==> src/rtl/mem_access_unit_if.sv <==
// CPU/memory bus bundle for the load/store engine.
// The slave view belongs to mem_access_unit; the master view is the CPU
// plus data-memory side that drives requests and supplies read data.
interface mem_access_unit_if #(
  parameter int ADDR_W = 32
);
  logic              req;
  logic [2:0]        op;
  logic [ADDR_W-1:0] addr;
  logic [31:0]       wdata;
  logic [31:0]       pc;
  logic              busy;
  logic              done;
  logic [31:0]       rdata;
  logic              exc_adel;
  logic              exc_ades;
  logic [ADDR_W-1:0] mem_A;
  logic              mem_WE;
  logic [31:0]       mem_WD;
  logic [31:0]       mem_RD;
  logic [31:0]       mem_pc;

  modport slave (
    input  req, op, addr, wdata, pc, mem_RD,
    output busy, done, rdata, exc_adel, exc_ades, mem_A, mem_WE, mem_WD, mem_pc
  );

  modport master (
    output req, op, addr, wdata, pc, mem_RD,
    input  busy, done, rdata, exc_adel, exc_ades, mem_A, mem_WE, mem_WD, mem_pc
  );
endinterface

==> src/rtl/mem_access_unit.sv <==
// mem_access_unit: MIPS load/store engine in front of a word-addressed
// data memory (combinational read, synchronous word write). Sub-word
// stores are done as read-modify-write through a one-word buffer.
module mem_access_unit #(
  parameter int ADDR_W = 32,
  parameter int DATA_W = 32
) (
  input  logic             clk,
  input  logic             reset,
  mem_access_unit_if.slave bus
);

  typedef enum logic [1:0] {
    ST_IDLE   = 2'd0,
    ST_ACCESS = 2'd1,
    ST_WRITE  = 2'd2,
    ST_RESP   = 2'd3
  } state_t;

  localparam logic [2:0] OP_LW  = 3'd0;
  localparam logic [2:0] OP_LH  = 3'd1;
  localparam logic [2:0] OP_LHU = 3'd2;
  localparam logic [2:0] OP_LB  = 3'd3;
  localparam logic [2:0] OP_LBU = 3'd4;
  localparam logic [2:0] OP_SW  = 3'd5;
  localparam logic [2:0] OP_SH  = 3'd6;
  localparam logic [2:0] OP_SB  = 3'd7;

  // Stores occupy the top three opcodes.
  function automatic logic is_store(input logic [2:0] op);
    return (op >= OP_SW);
  endfunction

  // Word accesses need addr[1:0]==0, halves need addr[0]==0, bytes never fault.
  function automatic logic misaligned(input logic [2:0] op, input logic [1:0] lo);
    logic r;
    case (op)
      OP_LW, OP_SW:         r = (lo != 2'b00);
      OP_LH, OP_LHU, OP_SH: r = lo[0];
      default:              r = 1'b0;
    endcase
    return r;
  endfunction

  // Pick the addressed little-endian lane and sign/zero-extend it.
  function automatic logic [DATA_W-1:0] load_extend(input logic [2:0] op,
                                                    input logic [1:0] lo,
                                                    input logic [DATA_W-1:0] word);
    logic [DATA_W-1:0] shifted;
    logic [7:0]        b;
    logic [15:0]       h;
    logic [DATA_W-1:0] res;
    shifted = word >> {lo, 3'b000};
    b       = shifted[7:0];
    h       = lo[1] ? word[31:16] : word[15:0];
    case (op)
      OP_LH:   res = {{16{h[15]}}, h};
      OP_LHU:  res = {16'h0000, h};
      OP_LB:   res = {{24{b[7]}}, b};
      OP_LBU:  res = {24'h00_0000, b};
      default: res = word;
    endcase
    return res;
  endfunction

  // Replace the addressed lane of the buffered word with the store data.
  function automatic logic [DATA_W-1:0] store_merge(input logic [2:0] op,
                                                    input logic [1:0] lo,
                                                    input logic [DATA_W-1:0] buffer,
                                                    input logic [DATA_W-1:0] wd);
    logic [DATA_W-1:0] res;
    res = buffer;
    case (op)
      OP_SB: begin
        case (lo)
          2'd0:    res[7:0]   = wd[7:0];
          2'd1:    res[15:8]  = wd[7:0];
          2'd2:    res[23:16] = wd[7:0];
          default: res[31:24] = wd[7:0];
        endcase
      end
      OP_SH: begin
        if (lo[1]) res[31:16] = wd[15:0];
        else       res[15:0]  = wd[15:0];
      end
      default: res = wd;
    endcase
    return res;
  endfunction

  state_t              state_q, state_d;
  logic [2:0]          op_q, op_d;
  logic [ADDR_W-1:0]   addr_q, addr_d;
  logic [DATA_W-1:0]   wdata_q, wdata_d;
  logic [31:0]         pc_q, pc_d;
  logic [DATA_W-1:0]   rdata_q, rdata_d;
  logic [DATA_W-1:0]   buf_q, buf_d;
  logic                adel_q, adel_d;
  logic                ades_q, ades_d;
  logic                mem_we_s;
  logic [DATA_W-1:0]   mem_wd_s;

  // Next-state and datapath updates for the request/access/write/response sequence.
  always_comb begin
    state_d = state_q;
    op_d    = op_q;
    addr_d  = addr_q;
    wdata_d = wdata_q;
    pc_d    = pc_q;
    rdata_d = rdata_q;
    buf_d   = buf_q;
    adel_d  = adel_q;
    ades_d  = ades_q;
    case (state_q)
      ST_IDLE: begin
        if (bus.req) begin
          op_d    = bus.op;
          addr_d  = bus.addr;
          wdata_d = bus.wdata;
          pc_d    = bus.pc;
          if (misaligned(bus.op, bus.addr[1:0])) begin
            if (is_store(bus.op)) ades_d = 1'b1;
            else                  adel_d = 1'b1;
            state_d = ST_RESP;
          end else begin
            state_d = ST_ACCESS;
          end
        end else begin
          state_d = ST_IDLE;
        end
      end
      ST_ACCESS: begin
        if (!is_store(op_q)) begin
          rdata_d = load_extend(op_q, addr_q[1:0], bus.mem_RD);
          state_d = ST_RESP;
        end else if (op_q == OP_SW) begin
          state_d = ST_RESP;
        end else begin
          buf_d   = bus.mem_RD;
          state_d = ST_WRITE;
        end
      end
      ST_WRITE: begin
        state_d = ST_RESP;
      end
      ST_RESP: begin
        adel_d  = 1'b0;
        ades_d  = 1'b0;
        state_d = ST_IDLE;
      end
      default: begin
        state_d = ST_IDLE;
      end
    endcase
  end

  // Write strobe and data decoded from registered state only, so reset kills them at once.
  always_comb begin
    mem_we_s = 1'b0;
    mem_wd_s = {DATA_W{1'b0}};
    if (state_q == ST_ACCESS && op_q == OP_SW) begin
      mem_we_s = 1'b1;
      mem_wd_s = wdata_q;
    end else if (state_q == ST_WRITE) begin
      mem_we_s = 1'b1;
      mem_wd_s = store_merge(op_q, addr_q[1:0], buf_q, wdata_q);
    end else begin
      mem_we_s = 1'b0;
      mem_wd_s = {DATA_W{1'b0}};
    end
  end

  // State and latched request registers with asynchronous clear.
  always_ff @(posedge clk or posedge reset) begin
    if (reset) begin
      state_q <= ST_IDLE;
      op_q    <= 3'd0;
      addr_q  <= {ADDR_W{1'b0}};
      wdata_q <= {DATA_W{1'b0}};
      pc_q    <= 32'd0;
      rdata_q <= {DATA_W{1'b0}};
      buf_q   <= {DATA_W{1'b0}};
      adel_q  <= 1'b0;
      ades_q  <= 1'b0;
    end else begin
      state_q <= state_d;
      op_q    <= op_d;
      addr_q  <= addr_d;
      wdata_q <= wdata_d;
      pc_q    <= pc_d;
      rdata_q <= rdata_d;
      buf_q   <= buf_d;
      adel_q  <= adel_d;
      ades_q  <= ades_d;
    end
  end

  assign bus.busy     = (state_q != ST_IDLE);
  assign bus.done     = (state_q == ST_RESP);
  assign bus.rdata    = rdata_q;
  assign bus.exc_adel = adel_q;
  assign bus.exc_ades = ades_q;
  assign bus.mem_A    = {addr_q[ADDR_W-1:2], 2'b00};
  assign bus.mem_WE   = mem_we_s;
  assign bus.mem_WD   = mem_wd_s;
  assign bus.mem_pc   = pc_q;

endmodule

==> src/flat_wrapper.sv <==
// flat-port wrapper written by rule: the top's interface ports become plain ports
module mem_access_unit_flat 
#(
  parameter int ADDR_W = 32,
  parameter int DATA_W = 32
)
  (clk, reset, bus_req, bus_op, bus_addr, bus_wdata, bus_pc, bus_mem_RD, bus_busy, bus_done, bus_rdata, bus_exc_adel, bus_exc_ades, bus_mem_A, bus_mem_WE, bus_mem_WD, bus_mem_pc);
  mem_access_unit_if #(.ADDR_W(ADDR_W)) bus_i ();
  input  logic clk;
  input  logic reset;
  input wire logic [$bits(bus_i.req)-1:0] bus_req;
  input wire logic [$bits(bus_i.op)-1:0] bus_op;
  input wire logic [$bits(bus_i.addr)-1:0] bus_addr;
  input wire logic [$bits(bus_i.wdata)-1:0] bus_wdata;
  input wire logic [$bits(bus_i.pc)-1:0] bus_pc;
  input wire logic [$bits(bus_i.mem_RD)-1:0] bus_mem_RD;
  output wire logic [$bits(bus_i.busy)-1:0] bus_busy;
  output wire logic [$bits(bus_i.done)-1:0] bus_done;
  output wire logic [$bits(bus_i.rdata)-1:0] bus_rdata;
  output wire logic [$bits(bus_i.exc_adel)-1:0] bus_exc_adel;
  output wire logic [$bits(bus_i.exc_ades)-1:0] bus_exc_ades;
  output wire logic [$bits(bus_i.mem_A)-1:0] bus_mem_A;
  output wire logic [$bits(bus_i.mem_WE)-1:0] bus_mem_WE;
  output wire logic [$bits(bus_i.mem_WD)-1:0] bus_mem_WD;
  output wire logic [$bits(bus_i.mem_pc)-1:0] bus_mem_pc;
  assign bus_i.req = bus_req;
  assign bus_i.op = bus_op;
  assign bus_i.addr = bus_addr;
  assign bus_i.wdata = bus_wdata;
  assign bus_i.pc = bus_pc;
  assign bus_i.mem_RD = bus_mem_RD;
  assign bus_busy = bus_i.busy;
  assign bus_done = bus_i.done;
  assign bus_rdata = bus_i.rdata;
  assign bus_exc_adel = bus_i.exc_adel;
  assign bus_exc_ades = bus_i.exc_ades;
  assign bus_mem_A = bus_i.mem_A;
  assign bus_mem_WE = bus_i.mem_WE;
  assign bus_mem_WD = bus_i.mem_WD;
  assign bus_mem_pc = bus_i.mem_pc;
  mem_access_unit #(.ADDR_W(ADDR_W), .DATA_W(DATA_W)) u_core (.clk(clk), .reset(reset), .bus(bus_i));
endmodule
==> config.mk <==
export PLATFORM = sky130hd
export DESIGN_NAME = mem_access_unit_flat
export DESIGN_NICKNAME = d
export VERILOG_FILES = /design/src/rtl/mem_access_unit_if.sv /design/src/rtl/mem_access_unit.sv /design/src/flat_wrapper.sv
export SDC_FILE = /design/constraint.sdc
export NUM_CORES = 1
export LEC_CHECK = 0
export ABC_AREA = 1
export BUFFER_PORTS_ARGS = -buffer_cell sky130_fd_sc_hd__buf_2
export CAP_MARGIN = 25
export CORE_ASPECT_RATIO = 1.25
export CORE_MARGIN = 2
export CORE_UTILIZATION = 45
export DETAILED_ROUTE_END_ITERATION = 8
export GPL_TIMING_DRIVEN = 0
export PLACE_DENSITY = 0.77
export SLEW_MARGIN = 20
export SYNTH_ARGS = -nofsm -noshare
export SYNTH_HDL_FRONTEND = slang
export SYNTH_SLANG_ARGS = --single-unit
==> constraint.sdc <==
create_clock -name clk -period 16.6 [get_ports clk]
set_input_delay 4.98 -clock clk [delete_from_list [all_inputs] [get_ports clk]]
set_output_delay 4.98 -clock clk [all_outputs]
set_load 0.005 [all_outputs]
### Word-level counts from Yosys, hierarchy flattened

Index checks and enable logic that the tools add are counted.

* bits in registers: 167
* bits of input ports: 134
* output and inout bits: 133
* logic and storage cells: 78

* order comparisons: 2
* eq/ne operators: 20
* shift operators: 1
* mux-type cells: 29
* bitwise gates (word level): 2
* reductions and logical operators: 15

Operators by type and width (number)
* one-hot mux 32 bit (4 select lines): 1
* two-way mux 32 bit: 2
* one-hot mux 32 bit (2 select lines): 1
* two-way mux 16 bit: 3
* two-way mux 8 bit: 4
* >> shifter 32 x 5 -> 8 bit: 1
* == test 3 bit, second input constant: 6
* two-way mux 1 bit: 11
* == test 3 x 2 -> 1 bit, second input constant: 3
* one-hot mux 2 bit (4 select lines): 1
* AND reduction 4 bit: 2
* == test 2 bit, second input constant: 3
* == test 3 x 1 -> 1 bit, second input constant: 2
* >= comparator 3 bit, second input constant: 2
* two-way mux 2 bit: 3
* one-hot mux 1 bit (2 select lines): 3
* nonzero test 2 bit: 3
* OR reduction 3 bit: 2
* == test 2 x 1 -> 1 bit, second input constant: 2
* zero test 2 bit: 2
* inequality test 2 x 1 -> 1 bit, second input constant: 2
* inequality test 2 bit, second input constant: 2
* AND reduction 2 bit: 2
* zero test 3 bit: 1
* 4 further kinds: 5

### Logic depth before layout (Yosys ltp)

Gate-level depths: netlist of run 1.

* depth after elaboration: 8
* depth in mapped cells: 10
* mapped depth without buffers: 9

### Least setup slack after synthesis of run 1

Ideal clock, no wire load.

* path type: register to output
* start: register u_core.state_q[0]
* end: output bus_mem_WD[10]
* arrival: 1.349 ns
* path slack: 10.271 ns
* cell stages (with the launch flop): 7
* buffers on the path: 0
* cells stage by stage: dfrtp_1 > ha_1 > nand3_1 > nand2_1 > nor2_1 > nand2_1 > nand2_1

* word-level cells in the longest chain between the ends: 3
* elaborated cells between the ends (all ways): 5
* those cells by class: 2 x eq/ne; 2 x mux; 1 x reduce/logical

Ends and longest elaborated chain
* start, declared: line mem_access_unit.sv:91 `state_t state_q, state_d;`
* start signal, assigned: line mem_access_unit.sv:186 `state_q <= state_d;`
* == test 2 bit / == test 2 x 1 -> 1 bit (equally long branches): line mem_access_unit.sv:164, mem_access_unit.sv:161
* two-way mux 32 bit / logical AND 1 bit (equally long branches): line mem_access_unit.sv:164, mem_access_unit.sv:161
* two-way mux 32 bit (*): line mem_access_unit.sv:161 `if (state_q == ST_ACCESS && op_q == OP_SW) begin`
* end, declared: line flat_wrapper.sv:24 `output wire logic [$bits(bus_i.mem_WD)-1:0] bus_mem_WD;`

Every way passes the cells marked *; elsewhere a longest branch is shown, timed or not.

### Worst setup path after layout of run 1

* start: register u_core.state_q[1]
* end: output bus_mem_WD[15]

The elaborated chain is that of the path after synthesis.

==> impl_metrics.ini, run 1 <==
[critical_path]
crit_slowest_cell = nor2_1
cp_max_fo = 8
end_kind = output port
critical_path_class = flop to output port
path_cells = inv_1 > ha_1 > nand3_1 > nand2_1 > nor2_1 > nand2_1 > nand2_1 > buf_2
cpMostUsedCell = nand2_1
cp_slowest_stage_delay_ns = 0.44
path_delay_family = simple AND/OR/NAND/NOR gates
cp.required_ns = 11.62
path_buf_inv = 2
critPathLaunchType = flop
cp_data_arrival_time_ns = 2.45

[global_routing]
antenna_found_initial = 0
grt_overflow = 0
track_usage = 0.284
grt_max_degree = 93
grt_pass1_wl_mm = 45.7
first_global_vias = 8873

[power_and_ir_drop]
p_sw_uw = 961
clockPowerShare = 0.186
seqPwrFrac = 0.344
leakagePower_nw = 6.25
p_sw_frac = 0.445
p_int_mw = 1.20
p_total_mw = 2.16
max-vdd-ir-drop_uv = 102
powerDensity_nw_per_um2 = 197
comb_power_share = 0.470

[synthesis]
yosysMostFrequentCell = nand2_1
synth_top_area_frac = 0.479
synth_area_um2 = 8720
synth_seq_cells = 167
synth_warnings = 0
synth_cell_types = 22
ys_top_cells_by_count = nand2_1, dfrtp_1, nand3_1
avgSynthCellArea_um2 = 7.11
async_flop_share = 1.00
ys_seq_area_frac = 0.479
synth-edff-count = 0
synth_top_cell_by_area = dfrtp_1
synth_area_leaders = dfrtp_1, nand2_1, nand3_1
synthFlopType = dfrtp_1
syn_inst = 1226

[floorplanning]
die_x_um = 128
rows = 56
core_um2 = 18800
die_area_um2 = 20500
ios = 267
initial_utilization = 0.462
die_h_um = 160

[detailed_routing]
drtIter0Drc = 704
postRouteAntennaNets = 0
routed_via_density = 5.12
vias = 8987
routedWlPerCell_um = 16.3
firstDrtPassIters = 8
totalWireLength_mm = 28.7
drc = 0

[clock_network]
cts.sinks = 167
holdBufCountCts = 0
cts-root-buf = clkbuf_16
clk_latency_ns = 0.44
cts_buffers = 17
cts_max_level = 4
clkTransAtPathRegs_ns = 0.08
post_cts.repair.setup_buffers = 0
cts_tree = built
cts_buffer_depth = 2
postCtsResizedCells = 0

[sta]
period_minus_slack_ns = 7.43
slew_headroom = 0.549
fin_skew_ns = 0.0116
fin_crit_sh = 0.447
finalHoldViolCount = 0
hold_ws_ns = 0.477
tns_ns = 0
worstMarginPinSlew_ns = 0.672
max_freq_ghz = 0.135
slew_violations = 0
setup_violations = 0
rsz0062_at_grt = no

[finish]
drive_above_1_share = 0.240
diodes = 0
layout.cells.non_filler = 1756
final_nets = 1649
nFillCells = 1822
syn2layout_area_growth_pct = 25.9

[job]
drv_cap = 0

[place]
dp_hpwl_mm = 22.1
placed_cells = 1724
place_congestion = 0.958
portBuffers = 264

[run_status]
outcome = complete, no violations

[worst_hold_path]
hold_class = flop to flop
[through the flow]
stage	cell area, um2	worst slack, ns	utilization
2_1_floorplan	8720	7.10	-
3_3_place_gp	10300	5.30	0.548
3_5_place_dp	10400	9.66	0.550
4_1_cts	11000	9.20	0.582
5_1_grt	11000	9.03	0.582
6_report	11000	9.17	0.582
[worst register-to-register path, stage by stage, from the launching register on]
cell     delay (ns)
dfrtp_1        0.41
inv_1          0.09
ha_1           0.22
nand2_1        0.13
inv_2          0.23
buf_2          0.30
buf_1          0.36
nand2_1        0.17
nand2_1        0.09
[power groups by stage]
stage                     registers (mW)  clock network, mW  logic, mW
final                              0.743              0.402       1.02
after global routing               0.762              0.427       1.15
after CTS                          0.740              0.406       1.01
after detailed placement           0.742                  0       1.01
after global placement             0.737                  0      0.985
after floorplan                    0.712                  0      0.643
[flip-flops by register name (all words and copies together), names as in the netlist]
register	count
u_core.addr_q	32
u_core.buf_q	32
u_core.bus.mem_pc	32
u_core.bus.rdata	32
u_core.wdata_q	32
u_core.op_q	3
u_core.state_q	2
u_core.bus.exc_adel	1
u_core.bus.exc_ades	1
[path summary, 6_finish.rpt]
path | start | slack, ns | cells after the start | end
hold / removal | u_core.bus.exc_ades | 0.48 | 2 | u_core.bus.exc_ades
hold reg to reg | u_core.bus.exc_ades | 0.48 | 2 | u_core.bus.exc_ades
setup / recovery | u_core.state_q[1] | 9.17 | 8 | bus_mem_WD[15]
max in group asynchronous | reset | 11.18 | 3 | u_core.wdata_q[6]
setup reg to reg | u_core.state_q[0] | 14.54 | 8 | u_core.bus.mem_pc[19]
min in group asynchronous | reset | 4.59 | 2 | u_core.bus.mem_pc[23]
[layer usage]
metal  share of wire  GRT usage
met3           0.070     0.0482
met1            0.39      0.347
met5               0          0
met4           0.039      0.117
met2            0.50      0.494
[placed cells by master, fill, tap and decap left out, drive strengths merged]
master	netlist	routed
dfrtp	167	167
inv	98	105
nand2	570	570
o21ai	104	104
a22oi	1	1
o211ai	21	21
conb	1	2
clkinv	0	8
nor2	60	60
nand3	98	98
ha	4	4
clkbuf	36	53
buf	57	322
o22ai	1	1
a21oi	7	7
or2	1	1
[final cells by class]
class                           count  area, um2  share of cell area
Sequential cell                   167       4180               0.381
Multi-Input combinational cell    869       3680               0.335
Timing Repair Buffer              265       1350               0.123
Tap cell                          232        290              0.0265
Clock inverter                     15        179              0.0163
Clock buffer                       17        425              0.0388
Inverter                           98        375              0.0342
Buffer                             93        497              0.0453
[logic make-up (layout without fill, tap and decap cells)]
kind of cell	count (synthesis)	in the layout	synth area share
other	1	2	0.000430
DFF	167	167	0.479
and+or+nand+nor	729	729	0.331
AOI/OAI and AO/OA	134	134	0.0847
buffers and inverters	191	488	0.0992
adders and majority gates	4	4	0.00574
No activity file was read; power rests on OpenSTA's default activity.
==> run 2: changes to the inputs <==
Settings changed: PLACE_DENSITY 0.77 to 0.8.
Clock period 16.6 ns to 6.1 ns, I/O delays scaled along.
==> impl_metrics.ini, run 2 (synthesis results as in run 1) <==
[detailed_routing]
totalWireLength_mm = 28.9
routedWlPerCell_um = 16.4
routed_via_density = 5.13
drc = 0
postRouteAntennaNets = 0
vias = 9030
firstDrtPassIters = 6
drtIter0Drc = 653

[clock_network]
post_cts.repair.setup_buffers = 0
postCtsResizedCells = 0
clkTransAtPathRegs_ns = 0.07
clk_latency_ns = 0.44
cts_max_level = 4
cts-root-buf = clkbuf_16
cts_buffer_depth = 2
holdBufCountCts = 0
cts.sinks = 167
cts_tree = built
cts_buffers = 17

[run_status]
outcome = complete, no violations

[place]
place_congestion = 0.974
portBuffers = 264
place_area_um2 = 10400
place_ws_ns = 2.31
dp_hpwl_mm = 22.8

[power_and_ir_drop]
leakagePower_nw = 6.28
max-vdd-ir-drop_uv = 266
p_total_mw = 5.87
powerDensity_nw_per_um2 = 532

[critical_path]
cp_data_arrival_time_ns = 2.40
critical_path_class = flop to output port
crit_slowest_cell = dfrtp_1
cp_max_fo = 10
cp_slowest_stage_delay_ns = 0.41
cp.required_ns = 4.27
path_delay_family = simple AND/OR/NAND/NOR gates
end_kind = output port
critPathLaunchType = flop
path_buf_inv = 4
path_cells = inv_1 > ha_1 > nand3_1 > nand2_1 > inv_2 > buf_2 > nand2_1 > o21ai_0 > buf_2

[floorplanning]
rows = 56
initial_utilization = 0.462
core_um2 = 18800
ios = 267
die_h_um = 160
die_x_um = 128
die_area_um2 = 20500

[job]
drv_cap = 0

[finish]
syn2layout_area_growth_pct = 26.7
final_area_um2 = 11000
final_nets = 1653
multiInputGateArea_um2 = 3680
final_cell_mix = nand2_1, buf_2, dfrtp_1, nand3_1, o21ai_0
layout_commonest_cell = nand2_1
nFillCells = 1791
drive_above_1_share = 0.242
post-route-util = 0.586
area.sequential_um2 = 4180

[sta]
finalHoldViolCount = 0
fin_skew_ns = 0.00838
setup_violations = 0
fin_crit_sh = 0.694
slew_headroom = 0.572
max_freq_ghz = 0.236
rsz0062_at_grt = no
tns_ns = 0
period_minus_slack_ns = 4.23
slew_violations = 0
worst_slack_ns = 1.87
worstMarginPinSlew_ns = 0.637

[global_routing]
first_global_vias = 9063
track_usage = 0.286
grt_pass1_wl_mm = 45.8
antenna_found_initial = 1
grt_max_degree = 36
grt_overflow = 0

[worst_hold_path]
hold_class = flop to flop
## run 2: changes by cell type in the layout (fill, tap and decap cells not counted)
| cell | before | now |
|---|---|---|
| clkinvlp_4 | 0 | 1 |
| inv_8 | 5 | 4 |
| clkinv_4 | 3 | 2 |
| inv_6 | 3 | 4 |
| diode_2 | 0 | 1 |
| buf_12 | 0 | 5 |
| buf_16 | 1 | 0 |
## run 2: layout make-up
cell class                      count  share of cell area
Antenna cell                        1            0.000227
Sequential cell                   167               0.378
Inverter                           98              0.0337
Clock buffer                       17              0.0385
Tap cell                          232              0.0263
Clock inverter                     15              0.0162
Timing Repair Buffer              269               0.129
Multi-Input combinational cell    869               0.333
Buffer                             93              0.0450
## run 2: final timing paths
| kind | from | end | slack, ns | depth (start not counted) |
|---|---|---|---|---|
| max | u_core.state_q[1] | bus_mem_WD[28] | 1.87 | 9 |
| min | u_core.bus.exc_ades | u_core.bus.exc_ades | 0.47 | 2 |
| max reg2reg | u_core.state_q[0] | u_core.bus.mem_pc[21] | 4.07 | 8 |
| min reg2reg | u_core.bus.exc_ades | u_core.bus.exc_ades | 0.47 | 2 |
| max in group asynchronous | reset | u_core.wdata_q[6] | 4.02 | 4 |
| min in group asynchronous | reset | u_core.bus.mem_pc[16] | 1.36 | 2 |
## run 2: worst min-delay path, cell delays in order, from the launching register on
cell     delay (ns)
dfrtp_1        0.34
nand2_1        0.05
nand2_1        0.05
## run 2: report_power, final
part	total, mW	switching (mW)	internal [mW]
Sequential	2.01	0.356	1.65
Clock	1.10	0.543	0.556
Combinational	2.76	1.70	1.06
Total	5.87	2.60	3.27
## run 2: per-layer routing
metal | global-route usage | vias to the layer above | routed length, um
li1 | - | 4367 | -
met1 | 0.338 | 4166 | 11000
met2 | 0.501 | 406 | 14600
met3 | 0.0536 | 91 | 2040
met4 | 0.127 | 0 | 1240
met5 | 0 | - | 0
## run 2: per-stage QoR
step                      hold slack, ns  cells
after floorplan                    0.450   1227
after global placement             0.453   1723
after detailed placement           0.461   1728
after CTS                          0.481   1760
after global routing               0.503   1761
final                              0.475   1761
==> run 3: changes to the inputs <==
Settings changed: ABC_AREA 1 to 0, PLACE_DENSITY 0.8 to 0.81.
Clock period 6.1 ns to 3.5 ns, I/O delays scaled along.
==> impl_metrics.ini, run 3 <==
[critical_path]
cp_slowest_stage_delay_ns = 0.65
r2r_slack_ns = 1.37
critical_path_class = flop to output port
cpMostUsedCell = buf_2
cp_data_arrival_time_ns = 2.39
critPathLaunchType = flop
path_cells = buf_2 > buf_1 > o21ai_1 > a22o_1 > buf_2
end_kind = output port
cp.required_ns = 2.45
crit_slowest_cell = o21ai_1
cp_max_fo = 10

[sta]
rsz0062_at_grt = yes
fin_crit_sh = 0.983
finalHoldViolCount = 0
slew_violations = 0
slew_headroom = 0.505
worstMarginPinSlew_ns = 0.737
period_minus_slack_ns = 3.44
max_freq_ghz = 0.291
hold_ws_ns = 0.504
fin_skew_ns = 0.00843
setup_violations = 0

[clock_network]
clk_latency_ns = 0.43
cts.sinks = 167
cts_max_level = 4
cts_tree = built
cts_buffer_depth = 2
cts-root-buf = clkbuf_16
cts_buffers = 17
clkTransAtPathRegs_ns = 0.07

[global_routing]
grt_max_degree = 34
grt.busiest_layer = met2
track_usage = 0.246
met3_usage = 0.0726
first_global_vias = 6870
grt_util_met1 = 0.289
antenna_found_initial = 1
grtUsageMet2 = 0.415
grt_pass1_wl_mm = 37.0
grt_overflow = 0

[synthesis]
synth_top_area_frac = 0.513
synth_top_cell_by_area = dfrtp_1
synth_area_leaders = dfrtp_1, mux2_2, buf_4
ys_seq_area_frac = 0.513
synth-edff-count = 0
synth_cell_types = 51
synth_seq_cells = 167
synth_warnings = 0
synth_area_um2 = 8140
synthFlopType = dfrtp_1
async_flop_share = 1.00
yosysMostFrequentCell = dfrtp_1
ys_top_cells_by_count = dfrtp_1, mux2_2, nand2_1
avgSynthCellArea_um2 = 11.9
syn_inst = 686

[floorplanning]
core_um2 = 17900
die_h_um = 154
rows = 55
ios = 267
die_area_um2 = 19200
initial_utilization = 0.455
die_x_um = 124

[place]
placed_cells = 1184
place_congestion = 0.942
dp_hpwl_mm = 18.3
portBuffers = 264

[finish]
final_nets = 1115
post-route-util = 0.590
layout.cells.non_filler = 1218
multiInputGateArea_um2 = 3500
final_cell_mix = buf_2, dfrtp_1, mux2_2, nand2_1, buf_4
syn2layout_area_growth_pct = 29.5
nFillCells = 1543
layout_commonest_cell = buf_2
drive_above_1_share = 0.527
area.sequential_um2 = 4180

[detailed_routing]
drtIter0Drc = 343
drc = 0
postRouteAntennaNets = 0
routedWlPerCell_um = 19.8
totalWireLength_mm = 24.1
firstDrtPassIters = 6
routed_via_density = 5.53
vias = 6732

[run_status]
outcome = complete, no violations

[power_and_ir_drop]
powerDensity_nw_per_um2 = 1010
leakagePower_nw = 4.95
max-vdd-ir-drop_uv = 463

[worst_hold_path]
hold_class = flop to flop

[job]
drv_cap = 0
[run 3: what timing repair did]
item                                    in CTS  in global routing
hold buffers                                 0                  0
setup buffers                                0                  3
gates resized for setup                      5                  4
gates cloned                                 0                  0
endpoints found under the setup margin       8                 26
pin swaps                                    0                  2
[run 3: cell families after synthesis]
kind of cell    count (synthesis)  synth area share
flops                         167             0.513
compound gates                164             0.135
mux                           153             0.217
simple gates                  103            0.0578
buf+inv                        87            0.0610
fa+ha+maj                       9            0.0123
xor+xnor                        2           0.00307
other cells                     1          0.000461
[run 3: layout make-up]
class	instances	area share
Timing Repair Buffer	272	0.138
Tap cell	228	0.0270
Buffer	71	0.0419
Multi-Input combinational cell	433	0.331
Clock buffer	19	0.0420
Sequential cell	167	0.396
Antenna cell	1	0.000237
Inverter	15	0.00569
Clock inverter	12	0.0180
[run 3: worst paths after layout]
check,end,depth (start not counted),from
min reg2reg,u_core.bus.mem_pc[6],1,u_core.bus.mem_pc[6]
max,bus_mem_WD[1],5,u_core.op_q[1]
max in group asynchronous,u_core.wdata_q[19],4,reset
max reg2reg,u_core.wdata_q[1],5,u_core.state_q[0]
min,u_core.bus.mem_pc[6],1,u_core.bus.mem_pc[6]
min in group asynchronous,u_core.addr_q[29],2,reset
[run 3: through the flow]
step | setup TNS, ns | power, mW | worst slack, ns | instance area (um2)
final | 0 | 10.7 | 0.0581 | 10500
after global routing | -0.279 | 11.3 | -0.0430 | 10500
after detailed placement | 0 | 8.56 | 0.199 | 9860
after global placement | -120.63 | 8.39 | -0.735 | 9760
after CTS | 0 | 10.7 | 0.00874 | 10500
after floorplan | 0 | 6.78 | 0.323 | 8150
[run 3: power by group]
group | internal (mW) | switching [mW] | leakage, nW
sequential | 2.95 | 0.647 | 1.95
clock | 1.22 | 0.813 | 0.296
combinational | 2.55 | 2.49 | 2.70
[run 3: worst max-delay path, delay by kind of cell, from the launching register on]
family,cells,cell delay (ns)
compound gates,2,0.93
buf+inv,3,0.59
flops,1,0.44
[run 3: layer usage]
layer | up-vias | routed length, um
met3 | 69 | 1950
li1 | 3020 | -
met2 | 347 | 11800
met5 | - | 0
met1 | 3296 | 9310
met4 | 0 | 1000
